==> config.mk <==
export PLATFORM = sky130hd
export DESIGN_NAME = jlsemi_util_clkdiv_mon
export DESIGN_NICKNAME = d
export VERILOG_FILES = /design/src/rtl/jlsemi_util_clkdiv_pkg.sv /design/src/rtl/jlsemi_util_sync_edge_det.sv /design/src/rtl/jlsemi_util_clkdiv_mon.sv
export SDC_FILE = /design/constraint.sdc
export NUM_CORES = 1
export LEC_CHECK = 0
export ABC_AREA = 1
export BUFFER_PORTS_ARGS = -buffer_cell sky130_fd_sc_hd__buf_2
export CORE_MARGIN = 5
export CORE_UTILIZATION = 40
export CTS_CLUSTER_SIZE = 12
export DETAILED_ROUTE_END_ITERATION = 7
export GPL_TIMING_DRIVEN = 0
export SYNTH_ARGS = -nofsm -noshare
export SYNTH_HDL_FRONTEND = slang
export SYNTH_SLANG_ARGS = --single-unit
==> constraint.sdc <==
create_clock -name clk_in_pre -period 4.7 [get_ports clk_in_pre]
set_clock_uncertainty 0.15 [all_clocks]
set_input_delay 0.235 -clock clk_in_pre [delete_from_list [all_inputs] [get_ports clk_in_pre]]
set_output_delay 0.235 -clock clk_in_pre [all_outputs]
set_load 0.02 [all_outputs]
==> src/rtl/jlsemi_util_clkdiv_pkg.sv <==
// jlsemi_util_clkdiv_pkg: shared types and helpers for the odd-divider clock monitors.
`default_nettype none

package jlsemi_util_clkdiv_pkg;

    typedef enum logic [1:0] {
        IDLE      = 2'd0,
        WAIT_EDGE = 2'd1,
        MEASURE   = 2'd2,
        LOCKED    = 2'd3
    } mon_state_e;

    localparam int ERR_CNT_W = 8;

    // Counter width leaves headroom above the 2*DIV_N+TOL timeout value.
    function automatic int clkdiv_cnt_width(input int div_n);
        return $clog2(4 * div_n);
    endfunction

endpackage

`default_nettype wire

==> src/rtl/jlsemi_util_sync_edge_det.sv <==
// jlsemi_util_sync_edge_det: STAGES-flop synchroniser (STAGES >= 2) with registered
// rise/fall pulses; level_o is delayed one stage so it lines up with the pulses.
`default_nettype none

module jlsemi_util_sync_edge_det #(
    parameter int STAGES = 2
) (
    input  logic clk_in_pre,
    input  logic rstn_out,
    input  logic d_i,
    output logic level_o,
    output logic rise_o,
    output logic fall_o
);

    logic [STAGES-1:0] sync_q;
    logic              level_q;
    logic              rise_q;
    logic              fall_q;

    always_ff @(posedge clk_in_pre or negedge rstn_out) begin
        if (!rstn_out) begin
            sync_q  <= '0;
            level_q <= 1'b0;
            rise_q  <= 1'b0;
            fall_q  <= 1'b0;
        end else begin
            sync_q  <= {sync_q[STAGES-2:0], d_i};
            level_q <= sync_q[STAGES-1];
            rise_q  <= sync_q[STAGES-1] & ~level_q;
            fall_q  <= ~sync_q[STAGES-1] & level_q;
        end
    end

    assign level_o = level_q;
    assign rise_o  = rise_q;
    assign fall_o  = fall_q;

endmodule

`default_nettype wire

==> src/rtl/jlsemi_util_clkdiv_mon.sv <==
// jlsemi_util_clkdiv_mon: period/duty/lock checker for an odd-ratio divided clock.
// Duty checking is built only when JLSEMI_CLKDIV_MON_DUTY_CHK_EN is defined.
`default_nettype none

module jlsemi_util_clkdiv_mon
    import jlsemi_util_clkdiv_pkg::*;
#(
    parameter  int DIV_N    = 25,
    parameter  int TOL      = 1,
    parameter  int LOCK_CNT = 4,
    localparam int CW       = clkdiv_cnt_width(DIV_N)
) (
    input  logic                 clk_in_pre,
    input  logic                 rstn_out,
    input  logic                 mon_en,
    input  logic                 clk_div_in,
    input  logic                 clr_sticky,
    output logic                 lock,
    output logic                 lock_lost,
    output logic                 err_period,
    output logic                 err_duty,
    output logic [ERR_CNT_W-1:0] err_cnt,
    output logic [CW-1:0]        period_meas,
    output logic [CW-1:0]        high_meas
);

    localparam logic [CW-1:0]        CNT_MAX = '1;
    localparam logic [CW-1:0]        TMO_CNT = CW'(2 * DIV_N + TOL);
    localparam logic [ERR_CNT_W-1:0] ERR_MAX = '1;

    mon_state_e           state_q, state_d;
    logic [3:0]           good_q, good_d;
    logic                 lock_lost_q, lock_lost_d;
    logic [CW-1:0]        per_cnt_q;
    logic [CW-1:0]        period_meas_q;
    logic                 err_period_q;
    logic [ERR_CNT_W-1:0] err_cnt_q;

    logic w_level, w_rise, w_fall;
    logic w_active, w_timeout, w_per_eval, w_good, w_per_err, w_duty_err, w_new_err;

    jlsemi_util_sync_edge_det #(
        .STAGES (2)
    ) u_sync_edge (
        .clk_in_pre (clk_in_pre),
        .rstn_out   (rstn_out),
        .d_i        (clk_div_in),
        .level_o    (w_level),
        .rise_o     (w_rise),
        .fall_o     (w_fall)
    );

    assign w_active   = mon_en && (state_q == MEASURE || state_q == LOCKED);
    assign w_timeout  = w_active && !w_rise && (per_cnt_q == TMO_CNT);
    assign w_per_eval = w_active && w_rise;
    assign w_good     = (int'(per_cnt_q) >= DIV_N - TOL) && (int'(per_cnt_q) <= DIV_N + TOL);
    assign w_per_err  = (w_per_eval && !w_good) || w_timeout;
    assign w_new_err  = w_per_err || w_duty_err;

    always_comb begin
        state_d     = state_q;
        good_d      = good_q;
        lock_lost_d = 1'b0;
        if (!mon_en) begin
            state_d = IDLE;
            good_d  = '0;
        end else begin
            case (state_q)
                IDLE:      state_d = WAIT_EDGE;
                WAIT_EDGE: if (w_rise) state_d = MEASURE;
                MEASURE: begin
                    if (w_per_err) begin
                        good_d = '0;
                    end else if (w_per_eval) begin
                        if (good_q == 4'(LOCK_CNT - 1)) begin
                            state_d = LOCKED;
                            good_d  = '0;
                        end else begin
                            good_d = good_q + 4'd1;
                        end
                    end
                end
                LOCKED: begin
                    if (w_per_err) begin
                        state_d     = MEASURE;
                        lock_lost_d = 1'b1;
                    end
                end
                default: state_d = IDLE;
            endcase
        end
    end

    always_ff @(posedge clk_in_pre or negedge rstn_out) begin
        if (!rstn_out) begin
            state_q     <= IDLE;
            good_q      <= '0;
            lock_lost_q <= 1'b0;
        end else begin
            state_q     <= state_d;
            good_q      <= good_d;
            lock_lost_q <= lock_lost_d;
        end
    end

    // A timeout restarts the count so that each further silent interval errors once.
    always_ff @(posedge clk_in_pre or negedge rstn_out) begin
        if (!rstn_out) begin
            per_cnt_q     <= '0;
            period_meas_q <= '0;
        end else begin
            if (!mon_en || state_q == IDLE) begin
                per_cnt_q <= '0;
            end else if (w_rise || w_timeout) begin
                per_cnt_q <= CW'(1);
            end else if (per_cnt_q != CNT_MAX) begin
                per_cnt_q <= per_cnt_q + CW'(1);
            end
            if (w_per_eval) begin
                period_meas_q <= per_cnt_q;
            end
        end
    end

    // A new error outranks a simultaneous clear.
    always_ff @(posedge clk_in_pre or negedge rstn_out) begin
        if (!rstn_out) begin
            err_period_q <= 1'b0;
            err_cnt_q    <= '0;
        end else begin
            if (w_per_err) begin
                err_period_q <= 1'b1;
            end else if (clr_sticky) begin
                err_period_q <= 1'b0;
            end
            if (w_new_err) begin
                if (clr_sticky) begin
                    err_cnt_q <= ERR_CNT_W'(1);
                end else if (err_cnt_q != ERR_MAX) begin
                    err_cnt_q <= err_cnt_q + ERR_CNT_W'(1);
                end
            end else if (clr_sticky) begin
                err_cnt_q <= '0;
            end
        end
    end

`ifdef JLSEMI_CLKDIV_MON_DUTY_CHK_EN
    localparam logic [CW-1:0] HI_LO = CW'((DIV_N - 1) / 2);
    localparam logic [CW-1:0] HI_HI = CW'((DIV_N + 1) / 2);

    logic [CW-1:0] hi_cnt_q;
    logic [CW-1:0] high_meas_q;
    logic          err_duty_q;

    assign w_duty_err = w_active && w_fall && (hi_cnt_q != HI_LO) && (hi_cnt_q != HI_HI);

    always_ff @(posedge clk_in_pre or negedge rstn_out) begin
        if (!rstn_out) begin
            hi_cnt_q    <= '0;
            high_meas_q <= '0;
            err_duty_q  <= 1'b0;
        end else begin
            if (!mon_en || state_q == IDLE) begin
                hi_cnt_q <= '0;
            end else if (w_rise) begin
                hi_cnt_q <= CW'(1);
            end else if (w_level && hi_cnt_q != CNT_MAX) begin
                hi_cnt_q <= hi_cnt_q + CW'(1);
            end
            if (w_active && w_fall) begin
                high_meas_q <= hi_cnt_q;
            end
            if (w_duty_err) begin
                err_duty_q <= 1'b1;
            end else if (clr_sticky) begin
                err_duty_q <= 1'b0;
            end
        end
    end

    assign high_meas = high_meas_q;
    assign err_duty  = err_duty_q;
`else
    logic duty_chk_unused;

    assign duty_chk_unused = w_level ^ w_fall;
    assign w_duty_err      = 1'b0;
    assign high_meas       = '0;
    assign err_duty        = 1'b0;
`endif

    assign lock        = (state_q == LOCKED);
    assign lock_lost   = lock_lost_q;
    assign err_period  = err_period_q;
    assign err_cnt     = err_cnt_q;
    assign period_meas = period_meas_q;

endmodule

`default_nettype wire

======== Word level (Yosys, flattened, before mapping) ========
Cells that the tools add are included.
word-level totals
  flip-flop bits (word level) ............. 34
  logic and storage cells ................. 75
  bits of input ports ..................... 5
  output and inout bits ................... 26
cells by class
  add/sub/neg operators ................... 3
  muxes and demuxes ....................... 24
  equality and inequality tests ........... 14
  bitwise logic cells ..................... 2
  order comparisons ....................... 2
  reductions and logical operators ........ 20
operators by type and width
  cell                                                                              count
  8-bit two-way mux                                                                 4
  7-bit two-way mux                                                                 3
  4-bit two-way mux                                                                 5
  2-bit two-way mux                                                                 6
  3-bit by 2-bit inequality test with 1-bit output, second input constant           3
  8-bit by 1-bit adder with 8-bit output, second input constant                     1
  8-bit inequality test, second input constant                                      1
  2-bit case mux with 4 select lines                                                1
  7-bit by 1-bit adder with 7-bit output, second input constant                     1
  7-bit by 6-bit equality test with 1-bit output, second input constant             1
  7-bit by 5-bit >= comparator with 1-bit output, second input constant             1
  7-bit by 5-bit less-or-equal comparator with 1-bit output, second input constant  1
  7-bit inequality test, second input constant                                      1
  1-bit logical AND                                                                 6
  3-bit inequality test, second input constant                                      2
  1-bit two-way mux                                                                 5
  5-bit AND reduction                                                               1
  4-bit by 1-bit adder with 4-bit output, second input constant                     1
  2-bit equality test, second input constant                                        2
  4-bit by 2-bit equality test with 1-bit output, second input constant             1
  1-bit logical OR                                                                  4
  2-bit AND reduction                                                               2
  2-bit nonzero test                                                                2
  1-bit logical NOT                                                                 3
  7 further kinds                                                                   7

======== Logic depth before layout (Yosys ltp) ========
  depth in word-level cells ............... 9
  gate-level depth with buffers ........... 9
  gate-level depth less buffers ........... 9

======== By module ========
Synthesis repeated with hierarchy kept, for this count alone.
second synthesis, totals
  cells, all modules ...................... 231
  area total of the unflattened synthesis .. 1833.0 um^2
by module, submodules not included
  module                     instances  area each (um^2)  cells an instance  sequential area each (um^2)
  jlsemi_util_clkdiv_mon     1          1692.9            222                750.7
  jlsemi_util_sync_edge_det  1          140.1             9                  125.1

======== Least setup slack after synthesis ========
Ideal clock, no wire load.
  path kind ............................... flip-flop to flip-flop
  start point ............................. reg per_cnt_q[0]
  end point ............................... reg err_cnt_q[0], in the netlist err_cnt[0]
  cell stages (with the launch flop) ...... 9
  setup slack ............................. 3.210 ns
  buffers on the path ..................... 0
  data required time ...................... 4.426 ns
  clock period less this slack ............ 1.490 ns
  arrival time ............................ 1.216 ns
  cell sequence ........................... dfrtp_1 ha_1 nand2_1 nor2_1 nand3_4 nand3_1 nand2_4 nand2_1 nand2_1
on the way
  word-level cells in the longest chain between the ends .. 7
  elaborated cells on any way between the ends .. 11
ends and longest elaborated chain
  what                                                                                                                                RTL line                       text
  from (decl)                                                                                                                         jlsemi_util_clkdiv_mon.sv:34   logic [CW-1:0] per_cnt_q;
  from (signal assigned)                                                                                                              jlsemi_util_clkdiv_mon.sv:117  per_cnt_q <= per_cnt_q + CW'(1);
  7-bit by 5-bit >= comparator with 1-bit output / 7-bit by 5-bit less-or-equal comparator with 1-bit output (equally long branches)  jlsemi_util_clkdiv_mon.sv:56   assign w_good = (int'(per_cnt_q) >= DIV_N - TOL) && (int'(per_cnt_q) <= DIV_N + TOL);
  1-bit logical AND                                                                                                                   jlsemi_util_clkdiv_mon.sv:56
  1-bit logical NOT                                                                                                                   jlsemi_util_clkdiv_mon.sv:57   assign w_per_err = (w_per_eval && !w_good) || w_timeout;
  1-bit logical AND                                                                                                                   jlsemi_util_clkdiv_mon.sv:57
  1-bit logical OR *                                                                                                                  jlsemi_util_clkdiv_mon.sv:57
  2-bit nonzero test (no line)                                                                                                        -
  2-bit AND reduction (no line)                                                                                                       -
  to (signal assigned)                                                                                                                jlsemi_util_clkdiv_mon.sv:140  err_cnt_q <= err_cnt_q + ERR_CNT_W'(1);
  to (decl)                                                                                                                           jlsemi_util_clkdiv_mon.sv:37   logic [ERR_CNT_W-1:0] err_cnt_q;
Every way passes the cells marked *; elsewhere a longest branch is shown, timed or not.
A chain may end at the register's enable or synchronous reset.

======== Worst setup path in the final report ========
  start point ............................. reg per_cnt_q[1]
  end point ............................... reg good_q[3]
on the way
  word-level cells in the longest chain between the ends .. 8
  elaborated cells on any way between the ends .. 13
ends and longest elaborated chain
  what                                                                                                                                RTL line                       text
  7-bit by 5-bit >= comparator with 1-bit output / 7-bit by 5-bit less-or-equal comparator with 1-bit output (equally long branches)  jlsemi_util_clkdiv_mon.sv:56
  1-bit logical AND                                                                                                                   jlsemi_util_clkdiv_mon.sv:56
  1-bit logical NOT                                                                                                                   jlsemi_util_clkdiv_mon.sv:57
  1-bit logical AND                                                                                                                   jlsemi_util_clkdiv_mon.sv:57
  1-bit logical OR *                                                                                                                  jlsemi_util_clkdiv_mon.sv:57
  4-bit two-way mux                                                                                                                   jlsemi_util_clkdiv_mon.sv:72   if (w_per_err) begin
  4-bit two-way mux                                                                                                                   jlsemi_util_clkdiv_mon.sv:68   case (state_q)
  4-bit two-way mux                                                                                                                   jlsemi_util_clkdiv_mon.sv:64   if (!mon_en) begin
  to (signal assigned)                                                                                                                jlsemi_util_clkdiv_mon.sv:101  good_q <= good_d;
  to (decl)                                                                                                                           jlsemi_util_clkdiv_mon.sv:32   logic [3:0] good_q, good_d;
Every way passes the cells marked *; elsewhere a longest branch is shown, timed or not. The select of a mux whose other input is x is not followed.

==> results.py <==
metrics = {
    "run_status": {
        "outcome": "complete, no violations",
    },
    "timing": {
        "hold_violations": 0,
        "slew_viol_final": 0,
        "period_minus_slack_ns": 1.66,
        "rsz0062_at_grt": "no",
        "max_freq_ghz": 0.603,
        "max_slew.worst_pin.slew_ns": 0.764,
        "setup_viol": 0,
        "fin_tns_setup_ns": 0,
        "slew-limit-headroom": 0.491,
        "min_period_over_period": 0.353,
    },
    "power_and_ir_drop": {
        "total_power_uw": 723,
        "p_int_uw": 506,
        "p_clk_frac": 0.352,
        "p_leak_uw": 0.00122,
        "powerDensity_nw_per_um2": 332,
        "switchingPower_uw": 217,
        "seqPwrFrac": 0.465,
        "pwr-share-comb": 0.184,
        "power_switching_share": 0.300,
        "peakVddDrop_v": 0.000162,
    },
    "route": {
        "drt-pass1-iter-count": 4,
        "ant_nets": 0,
        "drt-total-wl_um": 3590,
        "vias": 1465,
        "routedWlPerCell_um": 11.2,
        "drc": 0,
        "viasPerCell": 4.55,
        "drt_iter0_drc": 83,
    },
    "die": {
        "die_h_um": 78.0,
        "rows": 24,
        "start_util": 0.420,
        "io-pin-count": 31,
        "die_area_sq_um": 6090,
        "core_sq_um": 4410,
        "die_x_um": 78.0,
    },
    "yosys": {
        "synth_seq_area_share": 0.459,
        "yosysMostFrequentCell": "nand2_1",
        "synth_area_leaders": "dfrtp_1 (46%), nand2_1 (14%), inv_1 (5.5%)",
        "syn_area_per_cell_sq_um": 7.98,
        "ys_seq_elements": 34,
        "yosysTopAreaCell": "dfrtp_1",
        "postSynth.topFlopCell": "dfrtp_1",
        "syn-instance-count": 232,
        "synthArstFlopShare": 1.00,
        "synth.top_cells.by_count": "nand2_1 (70), dfrtp_1 (34), inv_1 (27)",
        "yosysTopAreaCellShare": 0.459,
        "synth_area_sq_um": 1850,
        "synth_cell_types": 28,
        "synth-warning-count": 0,
        "synth_edf_count": 0,
    },
    "global_route": {
        "grt_max_degree": 35,
        "grt_pass1_vias": 1293,
        "track_usage": 0.124,
        "overflow": 0,
        "antenna_found_initial": 0,
        "grt_pass1_wl_um": 6100,
    },
    "place": {
        "dp_hpwl_um": 2610,
        "portBuffers": 21,
        "gp_congestion": 0.801,
        "place_area_sq_um": 2050,
    },
    "layout": {
        "num_antenna_cells": 0,
        "syn_to_final_growth_pct": 17.6,
        "ff_latch_area_sq_um": 851,
        "fin_nets": 278,
        "multi_input_area_sq_um": 842,
        "drive_above_1_share": 0.207,
        "design_area_sq_um": 2180,
        "fill_cells": 432,
    },
    "clocking": {
        "clock_latency_ns": 0.29,
        "ctsResizeCount": 0,
        "htreeDepth": 2,
        "cts.path.max_buffers": 2,
        "numCtsBuffers": 5,
        "cts_root_buf": "clkbuf_8",
        "clkTransAtPathRegs_ns": 0.07,
        "postCtsSetupBuffers": 0,
        "cts_sinks": 34,
        "cts_tree": "yes",
    },
    "setup_path": {
        "crit_path_end_kind": "flip-flop",
        "start_kind": "flip-flop",
        "timing_worst_setup_path_type": "flip-flop to flip-flop",
        "cp_max_fo": 10,
        "required_ns": 4.73,
        "cp_data_arrival_time_ns": 1.69,
    },
    "min_path": {
        "hold_path_class": "input port to flip-flop",
    },
    "flow_run": {
        "cap_violations": 0,
    },
}
-- kinds of logic (layout without fill, tap and decap cells) --
kind of cell / after synthesis / in the layout / synth area share
simple gates: 133 / 133 / 0.341
buf+inv: 40 / 71 / 0.100
flops: 34 / 34 / 0.459
compound gates: 15 / 15 / 0.0466
xor+xnor: 5 / 5 / 0.0236
fa+ha+maj: 4 / 4 / 0.0270
other cells: 1 / 8 / 0.00203
-- state kept, by name (all words and copies together) (netlist names) --
name                 count
err_cnt                  8
err_period               1
good_q                   4
lock_lost                1
per_cnt_q                7
period_meas              7
state_q                  2
u_sync_edge.level_o      1
u_sync_edge.rise_o       1
u_sync_edge.sync_q       2
-- per-layer routing --
metal | vias up | global-route usage | wire (um)
li1 | 783 | - | -
met1 | 648 | 0.180 | 1820
met2 | 27 | 0.171 | 1500
met3 | 7 | 0.0355 | 194
met4 | 0 | 0.0557 | 72
met5 | - | 0 | 0
-- cells in the final DEF, fill, tap and decap left out, types with 7 or more instances in the layout --
master and instances:
dfrtp_1 34, clkbuf_8 8, nand3_1 18, o21ai_0 7, conb_1 8, nand4_1 8, buf_4 9, nand2_1 70
nor2_1 19, buf_2 22, inv_1 27
-- layout make-up --
type | count | share of cell area
repair buffers | 23 | 0.0574
well taps | 52 | 0.0299
multi-input cells | 165 | 0.387
flip-flops and latches | 34 | 0.391
clock buffers | 8 | 0.0505
inverters | 30 | 0.0517
plain buffers | 10 | 0.0333
-- through the flow --
stage	hold slack, ns	utilization	std cells	worst slack, ns
global placement	0.183	0.464	312	3.07
finish	0.0635	0.493	322	3.04
CTS	0.0612	0.493	322	3.03
global route	0.0881	0.493	322	2.88
floorplan	-0.211	-	239	3.21
detailed placement	0.189	0.464	312	3.06
-- power groups by stage --
stage                     clock network, uW  registers (uW)  logic, uW
after global placement                    0             340        133
after floorplan                           0             346       91.2
after detailed placement                  0             341        133
final                                   254             336        133
after CTS                               261             336        135
after global routing                    270             339        153
-- final timing paths --
check	to	from	slack, ns	cells after the start
setup reg to reg	good_q[3]$_DFFE_PN0P_	per_cnt_q[1]$_DFFE_PN0P_	3.04	8
setup / recovery	good_q[3]$_DFFE_PN0P_	per_cnt_q[1]$_DFFE_PN0P_	3.04	8
hold / removal	err_cnt[0]$_DFFE_PN0P_	clr_sticky	0.06	3
min in group asynchronous	period_meas[1]$_DFFE_PN0P_	rstn_out	0.41	2
hold reg to reg	u_sync_edge.sync_q[1]$_DFF_PN0_	u_sync_edge.sync_q[0]$_DFF_PN0_	0.20	0
max in group asynchronous	err_cnt[4]$_DFFE_PN0P_	rstn_out	3.51	2
-- worst max-delay path: stages (launching register included) --
cell,delay (ns)
dfrtp_1,0.40
ha_1,0.23
nand2_1,0.08
nor2_1,0.17
nand3_4,0.14
nand2_2,0.21
nor2_1,0.06
nand3_1,0.07
nand2_1,0.05
-- timing repair --
action,in CTS,in global routing
hold buffers,2,0
endpoints found under the hold margin,35,0
endpoints found under the setup margin,0,0
(Power assumes the default switching activity.)
